[src/rtl/mult_hilo_ctrl.sv]
// mult_hilo_ctrl
// EX-stage sequencer for an iterative unsigned multiplier and owner of the
// architectural HI/LO registers. A MULTU starts a fixed-latency run of the
// multiplier enable. The 2*WIDTH product is captured into HI/LO on the edge
// that ends the single DONE cycle. While a multiply is in flight, any HI/LO
// op is held off with a combinational stall, so no op is ever dropped.

module mult_hilo_ctrl #(
  parameter int WIDTH   = 32,
  parameter int MUL_LAT = 34
) (
  input  logic               clk,
  input  logic               rst,
  input  logic               op_valid,
  input  logic [2:0]         op_code,
  input  logic [WIDTH-1:0]   op_rs,
  input  logic [WIDTH-1:0]   op_rt,
  output logic               stall,
  output logic               busy,
  output logic               mul_en,
  output logic [WIDTH-1:0]   mul_a,
  output logic [WIDTH-1:0]   mul_b,
  input  logic [2*WIDTH-1:0] mul_product,
  output logic [WIDTH-1:0]   hi,
  output logic [WIDTH-1:0]   lo,
  output logic               rd_valid,
  output logic [WIDTH-1:0]   rd_data
);

  localparam int CW = $clog2(MUL_LAT + 1);

  localparam logic [2:0] OP_MULTU = 3'b001;
  localparam logic [2:0] OP_MTHI  = 3'b010;
  localparam logic [2:0] OP_MTLO  = 3'b011;
  localparam logic [2:0] OP_MFHI  = 3'b100;
  localparam logic [2:0] OP_MFLO  = 3'b101;

  localparam logic [CW-1:0] CNT_LAST = CW'(MUL_LAT - 1);
  localparam logic [CW-1:0] CNT_ONE  = CW'(1);

  typedef enum logic [1:0] {
    IDLE = 2'b00,
    RUN  = 2'b01,
    DONE = 2'b10
  } state_t;

  // True for the five op codes that touch HI/LO or the multiplier
  function automatic logic is_hilo_op(input logic [2:0] code);
    logic known;
    case (code)
      OP_MULTU, OP_MTHI, OP_MTLO, OP_MFHI, OP_MFLO: known = 1'b1;
      default:                                      known = 1'b0;
    endcase
    return known;
  endfunction

  state_t           state_r, state_s;
  logic [CW-1:0]    cnt_r, cnt_s;
  logic             mul_en_r, mul_en_s;
  logic [WIDTH-1:0] mul_a_r, mul_a_s;
  logic [WIDTH-1:0] mul_b_r, mul_b_s;
  logic [WIDTH-1:0] hi_r, hi_s;
  logic [WIDTH-1:0] lo_r, lo_s;
  logic             rd_valid_r, rd_valid_s;
  logic [WIDTH-1:0] rd_data_r, rd_data_s;
  logic             busy_s;
  logic             stall_s;

  assign busy_s  = (state_r != IDLE);
  assign stall_s = op_valid & busy_s & is_hilo_op(op_code);

  assign stall    = stall_s;
  assign busy     = busy_s;
  assign mul_en   = mul_en_r;
  assign mul_a    = mul_a_r;
  assign mul_b    = mul_b_r;
  assign hi       = hi_r;
  assign lo       = lo_r;
  assign rd_valid = rd_valid_r;
  assign rd_data  = rd_data_r;

  // Next-state and next-register values for the sequencer and HI/LO file
  always_comb begin
    state_s    = state_r;
    cnt_s      = cnt_r;
    mul_en_s   = mul_en_r;
    mul_a_s    = mul_a_r;
    mul_b_s    = mul_b_r;
    hi_s       = hi_r;
    lo_s       = lo_r;
    rd_valid_s = 1'b0;
    rd_data_s  = rd_data_r;

    case (state_r)
      IDLE: begin
        mul_en_s = 1'b0;
        if (op_valid) begin
          case (op_code)
            OP_MULTU: begin
              mul_a_s  = op_rs;
              mul_b_s  = op_rt;
              mul_en_s = 1'b1;
              cnt_s    = {CW{1'b0}};
              state_s  = RUN;
            end
            OP_MTHI: hi_s = op_rs;
            OP_MTLO: lo_s = op_rs;
            OP_MFHI: begin
              rd_data_s  = hi_r;
              rd_valid_s = 1'b1;
            end
            OP_MFLO: begin
              rd_data_s  = lo_r;
              rd_valid_s = 1'b1;
            end
            default: begin
              state_s = IDLE;
            end
          endcase
        end else begin
          state_s = IDLE;
        end
      end

      RUN: begin
        mul_en_s = 1'b1;
        cnt_s    = cnt_r + CNT_ONE;
        if (cnt_r == CNT_LAST) begin
          state_s = DONE;
        end else begin
          state_s = RUN;
        end
      end

      // Product is stable during DONE; capture it and drop the enable
      DONE: begin
        hi_s     = mul_product[2*WIDTH-1:WIDTH];
        lo_s     = mul_product[WIDTH-1:0];
        mul_en_s = 1'b0;
        state_s  = IDLE;
      end

      default: begin
        mul_en_s = 1'b0;
        state_s  = IDLE;
      end
    endcase
  end

  // State and datapath registers, cleared asynchronously on rst
  always_ff @(posedge clk or posedge rst) begin
    if (rst) begin
      state_r    <= IDLE;
      cnt_r      <= {CW{1'b0}};
      mul_en_r   <= 1'b0;
      mul_a_r    <= {WIDTH{1'b0}};
      mul_b_r    <= {WIDTH{1'b0}};
      hi_r       <= {WIDTH{1'b0}};
      lo_r       <= {WIDTH{1'b0}};
      rd_valid_r <= 1'b0;
      rd_data_r  <= {WIDTH{1'b0}};
    end else begin
      state_r    <= state_s;
      cnt_r      <= cnt_s;
      mul_en_r   <= mul_en_s;
      mul_a_r    <= mul_a_s;
      mul_b_r    <= mul_b_s;
      hi_r       <= hi_s;
      lo_r       <= lo_s;
      rd_valid_r <= rd_valid_s;
      rd_data_r  <= rd_data_s;
    end
  end

endmodule

[config.mk]
export PLATFORM = sky130hd
export DESIGN_NAME = mult_hilo_ctrl
export DESIGN_NICKNAME = d
export VERILOG_FILES = /design/src/rtl/mult_hilo_ctrl.sv
export SDC_FILE = /design/constraint.sdc
export NUM_CORES = 1
export LEC_CHECK = 0
export ABC_CLOCK_PERIOD_IN_PS = 6550
export BUFFER_PORTS_ARGS = -buffer_cell sky130_fd_sc_hd__clkbuf_2
export CAP_MARGIN = 20
export CORE_MARGIN = 8
export CORE_UTILIZATION = 30
export DETAILED_ROUTE_END_ITERATION = 10
export PLACE_DENSITY = 0.61
export SLEW_MARGIN = 30
export SYNTH_ARGS = -nofsm -noshare
export SYNTH_HDL_FRONTEND = slang
export SYNTH_SLANG_ARGS = --single-unit
export TNS_END_PERCENT = 5
[constraint.sdc]
create_clock -name clk -period 6.55 [get_ports clk]
set_input_delay 1.31 -clock clk [delete_from_list [all_inputs] [get_ports clk]]
set_output_delay 1.31 -clock clk [all_outputs]
set_load 0.05 [all_outputs]
==> metrics <==
vias in the first global route=6560; dominant synthesized flop cell=dfrtp_1; synth cell count leaders=dfrtp_1 (170), nand2b_1 (65), a2bb2oi_1 (63), o31ai_1 (63), a21oi_1 (37); H-Tree Level Count=4; post_cts resized=0; critical path type=in -> out; clk_skew=0.0160 ns; max-cap violations=0; CTS tree=built; Unique masters post-synth=38; drt drc=0; final wirelength=25400 um; via count=6133; core box area=0.0253 mm^2; Initial Util=30.6%; Min Hold Slack=0.497 ns; r2r worst-path depth=3; pwr dens=570 mW/mm^2; Area growth syn-to-layout=30.7%; WL per Instance=20.5 um; DR pass1 iterations=5; Die Y=176 um; P_leak=4.86 nW; Yosys warning count=0; Hold Path Sink=cnt_r[5]; initial antenna violation count=0; n_diodes=0; critical hold path startpoint=cnt_r[5]; Max Slew Vio Count=0; Core Rows=58; fin crit period=3.41 ns; EDFF count, synth=0; top-area cell type share of the netlist area=55.1%; post-DR vias/cell=4.95; GRT Residual Overflow=0; nature of the critical path endpoint=output port; Worst Path Required=5.24 ns; CTS buffer count=17; most area-consuming cells after synthesis=dfrtp_1 (55%), a2bb2oi_1 (7.1%), o31ai_1 (6.1%); I/O pin cnt=298; syn_nets=760; R2R Path End=mul_a[13]; RSZ-0062 raised after global routing=false; Least-Margin Pin Slew=0.858 ns; Skew-Pair Late Insertion Delay=0.43 ns; Peak VDD IR=0.000266 V; Multi-input gate area=0.00321 mm^2; CP startpoint kind=primary input; Final setup viols=0; Post-Synthesis Cells=623; R2R setup slack=4.25 ns; ys async rst share=100%; full die area=0.0311 mm^2; initial DRC count=405; first-pass GRT wire length=39500 um; post-route ant nets=0; Critical Path Fanout Max=7; final-report hold violation count=0; DIE WIDTH=176 um; Post-CTS Setup Bufs=0; clock root buffer master=clkbuf_16; Placer Congestion=0.745; Cells on Worst Hold Path=1; sequential area share after synthesis=55.1%; number of fill cells=2434; clk slew on worst S/H paths=0.08 ns; Max Buffers Root-to-Sink=2; most frequent cell after synthesis=dfrtp_1; Layout Nets=1034; WP data arrival=2.10 ns; worst r2r src=state_r[1]; GRT Total Usage=16.2%; Hold Buf Count CTS=0; FF+latch area=0.00426 mm^2; share of cells above drive strength 1=44.9%; fmax=294 MHz; Seq cells post-synth=170; largest net degree at the start of global routing=89; hold crit path type=reg -> reg; Final period util=52.0%; mapped cell area=0.00772 mm^2; status=complete, no violations; number of clock sinks=170; Synth Area per Inst=12.4 um^2; hpwl dp=17700 um; slew margin rel.=42.8%; area leader, netlist=dfrtp_1; IO buf count=297; setup TNS=0 ns
==> sequential cells by signal, indices dropped and copies added (netlist names) <==
signal / flops
mul_en: 1
rd_valid: 1
state_r: 2
mul_b: 32
hi: 32
lo: 32
mul_a: 32
rd_data: 32
cnt_r: 6
==> stage by stage <==
stage	setup WS [ns]	cells	total power, mW	instance area, um^2	utilization (%)
2_1_floorplan	0.637	623	3.99	7720	-
3_3_place_gp	3.11	1207	4.74	9470	37.5
3_5_place_dp	3.14	1208	4.78	9500	37.6
4_1_cts	3.14	1240	5.84	10100	40.0
5_1_grt	3.07	1240	6.03	10100	40.0
6_report	3.14	1240	5.75	10100	40.0
==> layout by cell type, fill, tap and decap left out, types with 3 or more instances in the layout <==
cell	netlist	routed
clkbuf_2	0	297
dfrtp_1	170	169
nand2b_1	65	65
o31ai_1	63	63
a2bb2oi_1	63	63
a21oi_1	37	35
mux2i_1	34	34
nor2_1	32	32
mux2_2	31	31
mux2_4	29	29
clkbuf_16	0	17
buf_4	0	9
inv_8	0	7
inv_1	6	5
mux2_1	4	4
o21ai_0	3	3
or3_1	3	3
nand2_1	3	3
ha_1	3	3
clkinvlp_4	0	3
==> layout make-up <==
class,count,area share (%)
multi-input cells,393,31.8
inverters,7,0.310
clock buffers,18,4.35
well taps,330,4.09
clock inverters,14,1.50
flip-flops and latches,170,42.2
repair buffers,308,15.8
==> worst max-delay path by stage <==
stage               startpoint        to  slack [ns]
floorplan                  rst  cnt_r[0]        0.64
global placement    op_code[1]     stall        3.11
detailed placement  op_code[1]     stall        3.14
CTS                 op_code[1]     stall        3.14
global route        op_code[1]     stall        3.07
finish              op_code[1]     stall        3.14
==> where the power goes <==
group / total (mW) / switching, mW / internal, mW
clock network: 1.02 / 0.498 / 0.523
logic: 2.89 / 2.15 / 0.732
registers: 1.85 / 0.344 / 1.50
total: 5.75 / 2.99 / 2.76
==> kinds of logic after synthesis <==
kind of cell	synth area share (%)
DFF	55.1
adders and majority gates	0.486
buffers and inverters	3.92
muxes	15.1
AOI/OAI and AO/OA	16.4
and+or+nand+nor	8.94
==> routing by layer <==
metal / track usage (%) / vias up / routed length, um
met2: 26.9 / 244 / 12400
met5: 0 / - / 0
met3: 5.21 / 20 / 2030
met4: 3.61 / 0 / 243
met1: 20.2 / 3035 / 10700
li1: - / 2834 / -
==> worst max-delay path, cell delays in order <==
cell      delay [ns]
clkbuf_2        0.13
nor3_1          0.19
a21oi_1         0.05
and3_1          0.18
clkbuf_2        0.23
(Power assumes the default switching activity.)
